$ cat src/rtl/vga_stream_core.sv
// vga_stream_core
//   Parametrised VGA timing generator with fixed-latency frame-buffer fetch.
//   A counter stage produces h/v, sync and active flags and issues read
//   pointers. A FETCH_LAT-deep delay line carries that state until the
//   addressed pixel returns on pixstream. An output register then drives
//   sync, enable and colour together. Built-in test patterns can replace
//   the streamed data.
//
// Ports
//   clk            pixel clock
//   reset          synchronous, active-low
//   mode[1:0]      0 stream, 1 colour bars, 2 grid, 3 black (latched per frame)
//   pixstream      returned pixel {r,g,b}, valid FETCH_LAT cycles after its pointer
//   hread_ptr      column being requested (counter stage, combinational)
//   vread_ptr      row being requested (counter stage, combinational)
//   read_en        requested pixel lies in the active area
//   h_sync/v_sync  sync outputs, active level set by H_POL / V_POL
//   r, g, b        colour outputs, zero outside the active area
//   drawing_pixels display enable, aligned with r/g/b
//   frame_start    one-cycle pulse on the output cycle of pixel (0,0)
//
// FETCH_LAT must lie in 1..8. Totals must fit the 11-bit counters.

module vga_stream_core #(
  parameter int H_ACTIVE   = 800,
  parameter int H_FP       = 24,
  parameter int H_SYNC     = 72,
  parameter int H_BP       = 128,
  parameter int V_ACTIVE   = 600,
  parameter int V_FP       = 1,
  parameter int V_SYNC     = 2,
  parameter int V_BP       = 22,
  parameter int H_POL      = 1,
  parameter int V_POL      = 1,
  parameter int COLOR_BITS = 4,
  parameter int FETCH_LAT  = 2
) (
  input  logic                    clk,
  input  logic                    reset,
  input  logic [1:0]              mode,
  input  logic [3*COLOR_BITS-1:0] pixstream,
  output logic [10:0]             hread_ptr,
  output logic [10:0]             vread_ptr,
  output logic                    read_en,
  output logic                    h_sync,
  output logic                    v_sync,
  output logic [COLOR_BITS-1:0]   r,
  output logic [COLOR_BITS-1:0]   g,
  output logic [COLOR_BITS-1:0]   b,
  output logic                    drawing_pixels,
  output logic                    frame_start
);

  localparam int H_TOTAL = H_ACTIVE + H_FP + H_SYNC + H_BP;
  localparam int V_TOTAL = V_ACTIVE + V_FP + V_SYNC + V_BP;
  localparam int BAR_W   = H_ACTIVE / 8;

  localparam logic [10:0] H_LAST   = 11'(H_TOTAL - 1);
  localparam logic [10:0] V_LAST   = 11'(V_TOTAL - 1);
  localparam logic [10:0] H_ACT    = 11'(H_ACTIVE);
  localparam logic [10:0] V_ACT    = 11'(V_ACTIVE);
  localparam logic [10:0] HS_BEG   = 11'(H_ACTIVE + H_FP);
  localparam logic [10:0] HS_END   = 11'(H_ACTIVE + H_FP + H_SYNC);
  localparam logic [10:0] VS_BEG   = 11'(V_ACTIVE + V_FP);
  localparam logic [10:0] VS_END   = 11'(V_ACTIVE + V_FP + V_SYNC);
  localparam logic [10:0] BAR_LAST = 11'(BAR_W - 1);
  localparam logic        H_ON     = (H_POL != 0);
  localparam logic        V_ON     = (V_POL != 0);

  // Everything the output stage needs about one pixel. The grid test and the
  // bar colour are resolved at the counter stage so only a few bits travel
  // down the delay line instead of the full coordinates.
  typedef struct packed {
    logic       active;
    logic       hs;
    logic       vs;
    logic       first;
    logic       grid;
    logic [2:0] bar_code;
    logic [1:0] mode;
  } beat_t;

  // ---------------------------------------------------------------- counters
  logic [10:0] h_q, h_d, v_q, v_d;
  logic [10:0] bar_cnt_q, bar_cnt_d;
  logic [2:0]  bar_idx_q, bar_idx_d;
  logic [1:0]  mode_q, mode_d;
  logic        at_origin, cnt_active, cnt_hs, cnt_vs;

  always_comb begin
    at_origin  = (h_q == 11'd0) && (v_q == 11'd0);
    cnt_active = (h_q < H_ACT) && (v_q < V_ACT);
    cnt_hs     = (h_q >= HS_BEG) && (h_q < HS_END);
    cnt_vs     = (v_q >= VS_BEG) && (v_q < VS_END);

    // The mode seen at (0,0) applies to the whole frame, including (0,0).
    mode_d = at_origin ? mode : mode_q;

    h_d       = h_q + 11'd1;
    v_d       = v_q;
    bar_cnt_d = bar_cnt_q + 11'd1;
    bar_idx_d = bar_idx_q;
    if (h_q == H_LAST) begin
      h_d       = 11'd0;
      bar_cnt_d = 11'd0;
      bar_idx_d = 3'd0;
      v_d       = (v_q == V_LAST) ? 11'd0 : v_q + 11'd1;
    end else if ((bar_cnt_q == BAR_LAST) && (bar_idx_q != 3'd7)) begin
      // Bar index saturates at 7 so leftover pixels of a width that is not a
      // multiple of 8 stay in the last bar.
      bar_cnt_d = 11'd0;
      bar_idx_d = bar_idx_q + 3'd1;
    end
  end

  always_ff @(posedge clk) begin
    if (!reset) begin
      h_q       <= 11'd0;
      v_q       <= 11'd0;
      bar_cnt_q <= 11'd0;
      bar_idx_q <= 3'd0;
      mode_q    <= 2'd0;
    end else begin
      h_q       <= h_d;
      v_q       <= v_d;
      bar_cnt_q <= bar_cnt_d;
      bar_idx_q <= bar_idx_d;
      mode_q    <= mode_d;
    end
  end

  assign hread_ptr = h_q;
  assign vread_ptr = v_q;
  assign read_en   = cnt_active;

  // -------------------------------------------------------------- delay line
  beat_t cnt_beat;
  beat_t dl_q [FETCH_LAT];
  beat_t dl_d [FETCH_LAT];

  always_comb begin
    cnt_beat          = '0;
    cnt_beat.active   = cnt_active;
    cnt_beat.hs       = cnt_hs;
    cnt_beat.vs       = cnt_vs;
    cnt_beat.first    = cnt_active && at_origin;
    cnt_beat.grid     = (h_q[4:0] == 5'd0) || (v_q[4:0] == 5'd0);
    cnt_beat.bar_code = 3'd7 - bar_idx_q;
    cnt_beat.mode     = mode_d;
  end

  always_comb begin
    dl_d[0] = cnt_beat;
    for (int i = 1; i < FETCH_LAT; i++) begin
      dl_d[i] = dl_q[i-1];
    end
  end

  always_ff @(posedge clk) begin
    for (int i = 0; i < FETCH_LAT; i++) begin
      if (!reset) dl_q[i] <= '0;
      else        dl_q[i] <= dl_d[i];
    end
  end

  // ------------------------------------------------------------ output stage
  beat_t                 tail;
  logic [COLOR_BITS-1:0] pat_r, pat_g, pat_b;
  logic [COLOR_BITS-1:0] r_q, r_d, g_q, g_d, b_q, b_d;
  logic                  h_sync_q, h_sync_d, v_sync_q, v_sync_d;
  logic                  de_q, de_d, fs_q, fs_d;

  assign tail = dl_q[FETCH_LAT-1];

  always_comb begin
    pat_r = '0;
    pat_g = '0;
    pat_b = '0;
    case (tail.mode)
      2'd0: begin
        pat_r = pixstream[3*COLOR_BITS-1 -: COLOR_BITS];
        pat_g = pixstream[2*COLOR_BITS-1 -: COLOR_BITS];
        pat_b = pixstream[COLOR_BITS-1:0];
      end
      2'd1: begin
        pat_r = {COLOR_BITS{tail.bar_code[2]}};
        pat_g = {COLOR_BITS{tail.bar_code[1]}};
        pat_b = {COLOR_BITS{tail.bar_code[0]}};
      end
      2'd2: begin
        pat_r = {COLOR_BITS{tail.grid}};
        pat_g = {COLOR_BITS{tail.grid}};
        pat_b = {COLOR_BITS{tail.grid}};
      end
      default: ;
    endcase

    h_sync_d = tail.hs ? H_ON : ~H_ON;
    v_sync_d = tail.vs ? V_ON : ~V_ON;
    de_d     = tail.active;
    fs_d     = tail.first;
    r_d      = tail.active ? pat_r : '0;
    g_d      = tail.active ? pat_g : '0;
    b_d      = tail.active ? pat_b : '0;
  end

  always_ff @(posedge clk) begin
    if (!reset) begin
      h_sync_q <= ~H_ON;
      v_sync_q <= ~V_ON;
      de_q     <= 1'b0;
      fs_q     <= 1'b0;
      r_q      <= '0;
      g_q      <= '0;
      b_q      <= '0;
    end else begin
      h_sync_q <= h_sync_d;
      v_sync_q <= v_sync_d;
      de_q     <= de_d;
      fs_q     <= fs_d;
      r_q      <= r_d;
      g_q      <= g_d;
      b_q      <= b_d;
    end
  end

  assign h_sync         = h_sync_q;
  assign v_sync         = v_sync_q;
  assign drawing_pixels = de_q;
  assign frame_start    = fs_q;
  assign r              = r_q;
  assign g              = g_q;
  assign b              = b_q;

endmodule

$ cat config.mk
export PLATFORM = sky130hd
export DESIGN_NAME = vga_stream_core
export DESIGN_NICKNAME = d
export VERILOG_FILES = /design/src/rtl/vga_stream_core.sv
export SDC_FILE = /design/constraint.sdc
export NUM_CORES = 1
export LEC_CHECK = 0
export ABC_AREA = 1
export CAP_MARGIN = 20
export CORE_MARGIN = 1
export CORE_UTILIZATION = 55
export DETAILED_ROUTE_END_ITERATION = 8
export GPL_TIMING_DRIVEN = 0
export PLACE_DENSITY_LB_ADDON = 0.3
export RECOVER_POWER = 25
export SYNTH_ARGS = -nofsm -noshare
export SYNTH_HDL_FRONTEND = slang
export SYNTH_SLANG_ARGS = --single-unit
$ cat constraint.sdc
create_clock -name clk -period 3 [get_ports clk]
set_input_delay 0.75 -clock clk [delete_from_list [all_inputs] [get_ports clk]]
set_output_delay 0.75 -clock clk [all_outputs]
set_load 0.05 [all_outputs]
Word-level counts from Yosys, hierarchy flattened
Memories as Yosys holds them, arrays and structs flattened. Cells that the tools add are included.

Word-level logic and storage cells: 59. Flip-flop bits (word level): 54. Memories: 1. Memory bits (writable): 20. Input port bits: 16.

$lt $le $gt $ge: 6. Equal/unequal tests: 6. Reductions and logical operators: 15. $add $sub $neg: 5. Bitwise operators: 3. Muxes and demuxes: 11.

Memories: dl_q (words 2, bits a word 10, read ports 2, clocked after Yosys merged registers in 0, wr ports 2, line 138) `beat_t dl_q [FETCH_LAT];`.

Operators by type and width (count): less-than comparator 11 x 10 -> 1 bit (second input constant) (4); case mux 4 bit (3 select lines) (3); adder 11 x 1 -> 11 bit (second input constant) (3); equality test 11 x 10 -> 1 bit (second input constant) (2); greater-or-equal comparator 11 x 10 -> 1 bit (second input constant) (2); zero test 11 bit (2); 2-to-1 mux 10 bit (2); equality test 11 x 7 -> 1 bit (second input constant) (1); 2-to-1 mux 11 bit (1); zero test 5 bit (2); logical AND 1 bit (6); 2-to-1 mux 1 bit (4); adder 3 x 1 -> 3 bit (second input constant) (1); inequality test 3 bit (second input constant) (1); OR reduction 3 bit (1); subtractor 3 bit (first input constant) (1); equality test 2 x 1 -> 1 bit (second input constant) (1); equality test 2 bit (second input constant) (1); zero test 2 bit (1); 2-to-1 mux 2 bit (1); OR 1 bit (2); AND reduction 2 bit (1); OR reduction 2 bit (1); logical OR 1 bit (1); inverter 1 bit (1).

Longest topological paths before layout
Word-level depth: 4. Mapped depth: 9.

Worst setup path after synthesis
No wires, ideal clock.

Path type: flip-flop to output port. From: reg v_q[7] (netlist: vread_ptr[7]). To: out read_en. Arrival: 1.722 ns. Buffers on the path: 0. Cell stages (with the launch flop): 7. Slack: 0.528 ns. Required time: 2.250 ns. Cells stage by stage: dfxtp_1 > inv_1 > nand2_1 > nor2_1 > nand4_1 > nand2_1 > nor2_1.

Longest elaborated chain between the ends: 2.

RTL lines: start: declaration (line 84) `logic [10:0] h_q, h_d, v_q, v_d;`; start signal: assignment (line 125) `v_q <= v_d;`; less-than comparator 11 x 10 -> 1 bit (line 92) `cnt_active = (h_q < H_ACT) && (v_q < V_ACT);`; logical AND 1 bit (line 92); end: declaration (line 44) `output logic read_en,`.

Every way passes these cells.

Final worst setup path
Ends and elaborated chain as after synthesis.

==> summary.md <==
Run status
- outcome: finished, final reports clean

Floorplan
- area of the die: 6068 sq um
- top-level I/O count: 55
- Row Count: 27
- starting density of the core: 0.5718
- die boundary height: 77.90 um
- core region area: 5540 sq um
- overall die width: 77.90 um

Clock tree
- clock network latency to the later pin of the worst-skew pair: 0.35 ns
- clock-pin slew of the registers on the worst-case setup and hold paths: 0.07 ns
- number of clock sinks: 72
- H-tree depth: 3
- CTS Root Cell: sky130_fd_sc_hd__clkbuf_8
- clock buffer depth: 2
- number of buffers inserted by post-CTS setup repair: 0
- clock tree from TritonCTS: yes
- number of buffers added by the clock tree synthesis step: 9

STA
- Fmax achieved: 387.7 MHz
- total count of max-transition violations in the final report: 0
- final-report hold violation count: 0
- ratio of final minimum period to clock period: 0.8597
- accumulated negative setup slack: 0 ns
- # setup viols final: 0
- RSZ-0062 raised after global routing: no
- Tmin final: 2.579 ns
- max_slew headroom: 0.6505
- Tightest Pin Transition: 0.5224 ns
- skew final: 0.005670 ns

Setup path
- Setup crit start kind: flop
- category of the worst setup path capture point: output pin
- worst path required time: 2.25 ns
- Arr. time, crit path: 1.83 ns
- category of the most critical setup path: flop to output pin
- maximum net fanout on the critical path: 7

Global route
- number of global-route vias before repair: 2471
- number of antenna violations at the first check in global routing: 0
- global-route wire length before repair: 10720 um
- largest net degree at the start of global routing: 13
- GRT Util Overall: 0.2268
- remaining global-route overflow: 0

Yosys
- proportion of netlist area held by the largest area contributor: 0.4550
- count of mapped cells out of synthesis: 436
- number of distinct library cells after synthesis: 30
- Yosys warning total: 0
- largest area contributor in the synthesized netlist: sky130_fd_sc_hd__dfxtp_1
- sequential area share after synthesis: 0.4550
- Mapped Avg Cell Area: 7.266 sq um
- number of storage elements in the synthesis netlist: 72
- cell area after synthesis: 3168 sq um
- syn_nets: 460
- top cells by area in the synthesized netlist: sky130_fd_sc_hd__dfxtp_1, sky130_fd_sc_hd__nor2_1, sky130_fd_sc_hd__inv_1

Power and ir drop
- leakage power total: 1.896 nW
- switching portion of total power: 0.2546
- sequential group share of total power: 0.537
- total design power: 1.859 mW
- pwr dens: 469.0 nW/um^2
- proportion of power drawn by the clock network: 0.377
- Peak VDD IR: 0.0002838 V
- switching component of the power: 0.4732 mW
- Comb pwr share: 0.086
- Cell Int Power: 1.386 mW

Detailed routing
- total vias in the final route: 2789
- total wire length after detailed routing: 6429 um
- number of antenna-violating nets in the routed design: 0
- number of violations reported at the end of detailed-routing iteration 0: 159
- post-detailed-route via-to-cell ratio: 4.834
- post-DR wirelength/cell: 11.14 um
- DRT Pass-1 Iters: 4
- number of remaining DRC errors: 0

Finish
- antenna diode instance count: 0
- layout-stage area growth over the synthesis result: 25.12%
- share of layout cells above drive strength 1: 0.06733
- # nets final: 524
- number of inserted filler cells in the final layout: 451
- non-filler instance count after layout: 577

Placed design
- HPWL after detailed placement: 4592 um
- placed cells: 561
- routability congestion estimate: 0.9134
- number of I/O port buffers: 53

Job
- max-capacitance violation count: 0

Worst hold path
- kind of path behind the tightest hold check: flop to flop

power groups by stage:
stage                     clock network, mW  registers, mW  logic [mW]
after floorplan                           0           1.05      0.0717
after global placement                    0           1.02       0.156
after detailed placement                  0           1.02       0.159
after CTS                             0.713          0.998       0.161
after global routing                  0.763           1.00       0.178
final                                 0.702          0.998       0.160
state kept, by name (all words and copies together) (netlist names):
register and cells:
hread_ptr 11, r 4, v_sync 1, h_sync 1, mode_q 1, bar_cnt_q 11
frame_start 1, g 4, vread_ptr 11, dl_q 19, bar_idx_q 3, drawing_pixels 1
b 4
synth_stat cells, drive strengths merged:
cell type	instances
buf	5
nor3	8
nand4	6
nor3b	1
o22ai	1
o21ai	15
o2111a	1
xnor2	3
a21oi	16
dfxtp	72
nand3b	2
o31ai	1
inv	81
o211ai	1
nor2	88
nand2	85
clkbuf	2
nand3	32
ha	8
or2	1
xor2	7
metrics by stage:
step | utilization | setup slack (ns) | hold slack, ns | area, sq um
after floorplan | - | 0.5281 | 0.3905 | 3168
after global placement | 0.6838 | 0.4461 | 0.3914 | 3789
after detailed placement | 0.6838 | 0.4399 | 0.3982 | 3789
after CTS | 0.7168 | 0.04946 | 0.4150 | 3971
after global routing | 0.7154 | 0.2865 | 0.4396 | 3964
final | 0.7154 | 0.4209 | 0.4129 | 3964
worst paths after layout:
path,slack (ns),startpoint,end,cells past startpoint
max,0.42,vread_ptr[7],read_en,6
max reg2reg,1.05,hread_ptr[0],vread_ptr[4],8
min reg2reg,0.41,dl_q[1][8],h_sync,2
min,0.41,dl_q[1][8],h_sync,2
logic make-up (layout without fill, tap and decap cells):
family,after synthesis,count (layout),share of synthesized area
compound gates,35,35,0.06240
xor+xnor,10,10,0.02765
buf+inv,88,157,0.1090
fa+ha+maj,8,8,0.03160
simple gates,223,223,0.3144
flops,72,72,0.4550
worst max-delay path, cell delays in order (launching register included):
cell and delay (ns):
sky130_fd_sc_hd__dfxtp_1 0.38, sky130_fd_sc_hd__nor2_1 0.22, sky130_fd_sc_hd__nand2_1 0.07, sky130_fd_sc_hd__a21oi_1 0.18
sky130_fd_sc_hd__inv_1 0.06, sky130_fd_sc_hd__nor2_1 0.14, sky130_fd_sc_hd__dlymetal6s2s_1 0.44
cell usage in the layout, fill, tap and decap left out, types with 2 or more instances in the layout:
cell type and n:
sky130_fd_sc_hd__xor2_1 7, sky130_fd_sc_hd__clkdlybuf4s50_1 52, sky130_fd_sc_hd__nand2_1 79, sky130_fd_sc_hd__ha_1 8, sky130_fd_sc_hd__dfxtp_1 72, sky130_fd_sc_hd__nand2_4 3, sky130_fd_sc_hd__xnor2_1 3, sky130_fd_sc_hd__nand2_2 3
sky130_fd_sc_hd__nor2_1 85, sky130_fd_sc_hd__clkbuf_1 4, sky130_fd_sc_hd__nor2_4 2, sky130_fd_sc_hd__clkbuf_8 11, sky130_fd_sc_hd__nand4_1 6, sky130_fd_sc_hd__inv_1 80, sky130_fd_sc_hd__o21ai_0 15, sky130_fd_sc_hd__a21oi_1 15
sky130_fd_sc_hd__nand3_1 30, sky130_fd_sc_hd__nor3_1 8, sky130_fd_sc_hd__clkinv_2 3, sky130_fd_sc_hd__nand3_4 2, sky130_fd_sc_hd__nand3b_1 2
layout make-up:
class / instances / area [sq um] / area share
flip-flops and latches: 72 / 1441 / 0.3636
multi-input cells: 276 / 1374 / 0.3466
repair buffers: 53 / 533.0 / 0.1345
inverters: 81 / 304.0 / 0.07670
clock buffers: 11 / 151.4 / 0.03819
well taps: 72 / 90.09 / 0.02273
plain buffers: 7 / 38.79 / 0.009785
clock inverters: 5 / 31.28 / 0.007891
timing repair:
item	4_1_cts	5_1_grt
hold buffers	0	0
endpoints found under the setup margin	0	1
resized for setup	0	1
layer usage:
metal / share of wire / global-route usage / vias up
li1: - / - / 1465
met1: 0.46 / 0.2761 / 1225
met2: 0.45 / 0.3726 / 91
met3: 0.077 / 0.07882 / 8
met4: 0.010 / 0.07778 / 0
met5: 0 / 0 / -
No activity file was read; power rests on OpenSTA's default activity.
